## config.mk

```make
export PLATFORM = sky130hd
export DESIGN_NAME = ram_write_arbiter
export DESIGN_NICKNAME = d
export VERILOG_FILES = /design/src/rtl/ram_write_arbiter.sv
export SDC_FILE = /design/constraint.sdc
export NUM_CORES = 1
export LEC_CHECK = 0
export CORE_MARGIN = 3
export CORE_UTILIZATION = 43
export DETAILED_ROUTE_END_ITERATION = 10
export PLACE_DENSITY = 0.86
export SETUP_SLACK_MARGIN = 0.1
export SKIP_LAST_GASP = 1
export SYNTH_ARGS = -nofsm -noshare
export SYNTH_HDL_FRONTEND = slang
export SYNTH_SLANG_ARGS = --single-unit
```

## constraint.sdc

```tcl
create_clock -name i_clk -period 3.48 [get_ports i_clk]
set_input_delay 0.696 -clock i_clk [delete_from_list [all_inputs] [get_ports i_clk]]
set_output_delay 0.696 -clock i_clk [all_outputs]
set_load 0.02 [all_outputs]
```

## src/rtl/ram_write_arbiter.sv

```systemverilog
// Round-robin arbiter sharing one RAM write port between two sample producers.
// Each accepted word gets its channel's wrapping region address and a 3-cycle write sequence.
module ram_write_arbiter #(
    parameter int unsigned ADDR_W   = 14,
    parameter int unsigned DATA_W   = 64,
    parameter int unsigned CH0_BASE = 1,
    parameter int unsigned CH0_LAST = 8191,
    parameter int unsigned CH1_BASE = 8192,
    parameter int unsigned CH1_LAST = 16383
) (
    input  logic                  i_clk,
    input  logic                  i_rst,
    input  logic                  i_req0_valid,
    output logic                  o_req0_ready,
    input  logic [DATA_W-1:0]     i_req0_data,
    input  logic [DATA_W/8-1:0]   i_req0_byteen,
    input  logic                  i_req1_valid,
    output logic                  o_req1_ready,
    input  logic [DATA_W-1:0]     i_req1_data,
    input  logic [DATA_W/8-1:0]   i_req1_byteen,
    output logic [DATA_W-1:0]     o_data,
    output logic [ADDR_W-1:0]     o_address,
    output logic [DATA_W/8-1:0]   o_byteen,
    output logic                  o_wbit,
    output logic [ADDR_W-1:0]     o_ptr0,
    output logic [ADDR_W-1:0]     o_ptr1,
    output logic                  o_wrap0,
    output logic                  o_wrap1
);
    localparam int unsigned BE_W = DATA_W / 8;
    localparam logic [ADDR_W-1:0] Ch0Base = ADDR_W'(CH0_BASE);
    localparam logic [ADDR_W-1:0] Ch0Last = ADDR_W'(CH0_LAST);
    localparam logic [ADDR_W-1:0] Ch1Base = ADDR_W'(CH1_BASE);
    localparam logic [ADDR_W-1:0] Ch1Last = ADDR_W'(CH1_LAST);

    typedef enum logic [1:0] {StIdle, StWrite, StHold} state_e;

    state_e              state_q, state_d;
    logic [ADDR_W-1:0]   ptr0_q, ptr0_d, ptr1_q, ptr1_d, addr_q, addr_d;
    logic [DATA_W-1:0]   data_q, data_d;
    logic [BE_W-1:0]     be_q, be_d;
    logic                last_q, last_d;
    logic                wbit_q, wbit_d, wrap0_q, wrap0_d, wrap1_q, wrap1_d;
    logic                grant0, grant1;

    // last_q holds the channel granted last; on a tie the other one wins.
    always_comb begin
        grant0 = 1'b0;
        grant1 = 1'b0;
        if (state_q == StIdle && !i_rst) begin
            grant0 = i_req0_valid && (!i_req1_valid || last_q);
            grant1 = i_req1_valid && (!i_req0_valid || !last_q);
        end
    end

    assign o_req0_ready = grant0;
    assign o_req1_ready = grant1;

    always_comb begin
        state_d = state_q;
        ptr0_d  = ptr0_q;
        ptr1_d  = ptr1_q;
        addr_d  = addr_q;
        data_d  = data_q;
        be_d    = be_q;
        last_d  = last_q;
        wbit_d  = 1'b0;
        wrap0_d = 1'b0;
        wrap1_d = 1'b0;
        unique case (state_q)
            StIdle: begin
                if (grant0) begin
                    data_d  = i_req0_data;
                    be_d    = i_req0_byteen;
                    addr_d  = ptr0_q;
                    ptr0_d  = (ptr0_q == Ch0Last) ? Ch0Base : ptr0_q + 1'b1;
                    last_d  = 1'b0;
                    wbit_d  = 1'b1;
                    wrap0_d = (ptr0_q == Ch0Last);
                    state_d = StWrite;
                end else if (grant1) begin
                    data_d  = i_req1_data;
                    be_d    = i_req1_byteen;
                    addr_d  = ptr1_q;
                    ptr1_d  = (ptr1_q == Ch1Last) ? Ch1Base : ptr1_q + 1'b1;
                    last_d  = 1'b1;
                    wbit_d  = 1'b1;
                    wrap1_d = (ptr1_q == Ch1Last);
                    state_d = StWrite;
                end
            end
            StWrite: state_d = StHold;
            StHold:  state_d = StIdle;
            default: state_d = StIdle;
        endcase
    end

    always_ff @(posedge i_clk) begin
        if (i_rst) begin
            state_q <= StIdle;
            ptr0_q  <= Ch0Base;
            ptr1_q  <= Ch1Base;
            addr_q  <= '0;
            data_q  <= '0;
            be_q    <= '0;
            last_q  <= 1'b1;
            wbit_q  <= 1'b0;
            wrap0_q <= 1'b0;
            wrap1_q <= 1'b0;
        end else begin
            state_q <= state_d;
            ptr0_q  <= ptr0_d;
            ptr1_q  <= ptr1_d;
            addr_q  <= addr_d;
            data_q  <= data_d;
            be_q    <= be_d;
            last_q  <= last_d;
            wbit_q  <= wbit_d;
            wrap0_q <= wrap0_d;
            wrap1_q <= wrap1_d;
        end
    end

    assign o_data    = data_q;
    assign o_address = addr_q;
    assign o_byteen  = be_q;
    assign o_wbit    = wbit_q;
    assign o_ptr0    = ptr0_q;
    assign o_ptr1    = ptr1_q;
    assign o_wrap0   = wrap0_q;
    assign o_wrap1   = wrap1_q;

endmodule

```

==> impl_metrics.toml <==
[synthesis]
syn-instance-count = 639
yosys_register_bits = 120
synth_top_flop_cell = "dfxtp_1"
syn_area_mm2 = 0.00513
synth_common_cells = "nand2_1 (168), dfxtp_1 (120), nor2_1 (94)"
synth.most_common_cell = "nand2_1"
yosysTopAreaCell = "dfxtp_1"
synth_warnings = 0
syn-mean-instance-area_um2 = 8.03
synthesis.nets = 789
synth_edf_count = 0
yosysSeqAreaShare = 0.468
synth_top_cells_by_area = "dfxtp_1 (47%), a311oi_1 (13%), nand2_1 (12%)"
synth_async_sr_flop_share = 0
synth_top_area_share = 0.468
yosysUniqueCellTypes = 41

[setup_path]
worstPathArrival_ns = 2.48
cp_common_cell = "clkdlybuf4s50_1"
cpMaxStageDelayCell = "clkdlybuf4s50_1"
crit_fanout = 5
reg2reg_setup_slack_ns = 1.08
worstPathCellList = "clkdlybuf4s50_1 -> a21boi_0 -> nand2_2 -> inv_2 -> clkdlybuf4s50_1"
start_kind = "primary input"
worst_setup_path_end_kind = "primary output"
critPathKind = "in -> out"
max_stage_delay_ns = 0.60
worstPathRequired_ns = 2.78

[pwr]
ir_worst_vdd_mv = 0.240
p_leak_uw = 0.00301
powerDensity_mw_per_mm2 = 492

[timing]
max_freq_mhz = 315
finClkSkew_ns = 0.0105
period_share = 0.912
worst_pin_slew_ns = 0.951
rsz0062_at_grt = "false"
hold_viol_final = 0
timing.slew.headroom = 0.366
drv_slew = 0
setup_violations = 0
fin_tns_setup_ns = 0
fin_crit_ns = 3.17

[detailed_routing]
drtPass1Iterations = 5
ant_nets = 0
finalWirelength_um = 19000
dr.first_iter.drc_count = 478
wl_per_cell_um = 18.3
num_vias = 5892
vias_per_cell = 5.68
drc = 0

[die]
core_mm2 = 0.0116
die-area_mm2 = 0.0133
fp.dieH_um = 115
die_w_um = 115
ios = 267
rows = 39
start_util = 0.444

[grt]
top_usage_layer = "met2"
grt_max_degree = 156
antenna_found_initial = 0
grt_pass1_vias = 5735
use_met3 = 0.0800
grt-ovfl-total = 0
track_usage = 0.273
grt_pass1_wl_um = 28800
met2_usage = 0.463
met1_usage = 0.314

[clocking]
tritoncts = "done"
clk_pin_slew_ns = 0.05
cts_buffers = 17
cts.sinks = 120
clk_path_buf_depth = 2
clockRootBuffer = "clkbuf_16"
cts_resized = 0
clkLatencyLatePin_ns = 0.41
htreeDepth = 4
postCtsHoldBufs = 0
post_cts_buffers = 0

[layout]
drive_above_1_share = 0.0548
stdcell_area_mm2 = 0.00850
diodes = 0
syn_to_final_growth_pct = 65.6
nets = 1031

[job]
max-cap-violations = 0

[place]
routabilityCongestion = 0.831
port_buffers = 266
place_area_mm2 = 0.00785
dp_hpwl_um = 13100

[worst_hold_path]
hold_class = "reg -> reg"

[outcome]
status = "finished clean"
-- layout make-up --
class,instances,area (um2)
multi-input combinational,459,2500
timing repair buffer,275,2740
sequential,120,2400
fill,795,3060
clock buffer,18,429
tap,143,179
inverter,8,30.0
clock inverter,14,224
-- metal layers --
metal  part of all wire  vias up
li1                   -     2769
met1               0.38     2779
met2               0.50      302
met3              0.083       42
met4              0.033        0
met5                  0        -
-- report_power, final --
part | internal, uW | switching (uW) | total (uW)
sequential | 1470 | 55.4 | 1520
combinational | 373 | 353 | 726
clock | 1280 | 654 | 1930
-- flip-flops by register name, indices dropped and copies added (netlist names) --
register and count:
o_data 64, o_ptr0 14, o_byteen 8, o_address 14
o_ptr1 14, o_wrap1 1, o_wbit 1, o_wrap0 1
last_q 1, state_q 2
-- stage by stage --
stage | utilization | setup WS [ns] | hold WS, ns | total power [uW] | cells
after detailed placement | 0.679 | 0.290 | 0.470 | 2270 | 1005
final | 0.735 | 0.306 | 0.477 | 4180 | 1037
after global routing | 0.735 | 0.200 | 0.504 | 4320 | 1037
after global placement | 0.679 | 0.424 | 0.462 | 2250 | 1005
after CTS | 0.735 | 0.299 | 0.478 | 4200 | 1037
after floorplan | - | 0.905 | 0.446 | 1860 | 639
-- worst max-delay path: cells and delay by family --
| kind | cells | cell delay (ns) |
|---|---|---|
| simple gates | 1 | 0.13 |
| buf+inv | 3 | 1.21 |
| compound gates | 1 | 0.44 |
-- logic make-up after synthesis --
group           Yosys count  share of synthesized area
xor+xnor                 11                     0.0188
fa+ha+maj                 2                    0.00487
compound gates          125                      0.194
flops                   120                      0.468
buf+inv                  60                     0.0483
simple gates            321                      0.266
-- final timing paths --
kind | from | end | depth (start not counted)
min reg2reg | o_data[61]$_SDFFE_PP0P_ | o_data[61]$_SDFFE_PP0P_ | 2
max reg2reg | last_q$_SDFFE_PP1P_ | o_data[12]$_SDFFE_PP0P_ | 6
min | o_data[61]$_SDFFE_PP0P_ | o_data[61]$_SDFFE_PP0P_ | 2
max | i_req1_valid | o_req1_ready | 5
-- layout by cell type, fill, tap and decap left out, types with 2 or more instances in the layout --
master and instances:
nand2_1 167, xor2_1 7, ha_1 2, a311oi_1 76
nand2b_1 3, clkdlybuf4s50_1 265, a222oi_1 6, nor2_1 94
a22oi_1 3, dfxtp_1 120, bufinv_16 5, and2_1 2
nor3_1 3, and4b_1 2, nor4_1 4, or4_1 8
clkbuf_16 17, buf_4 8, a21oi_1 14, or2_2 2
xnor2_1 4, nand3_1 9, nand4_1 9, o21ai_0 10
and3_1 3, and4_1 2, o31ai_1 8, clkinv_4 6
or3_1 8, inv_1 7, o22ai_1 2
Power figures use the tool's default switching activity.
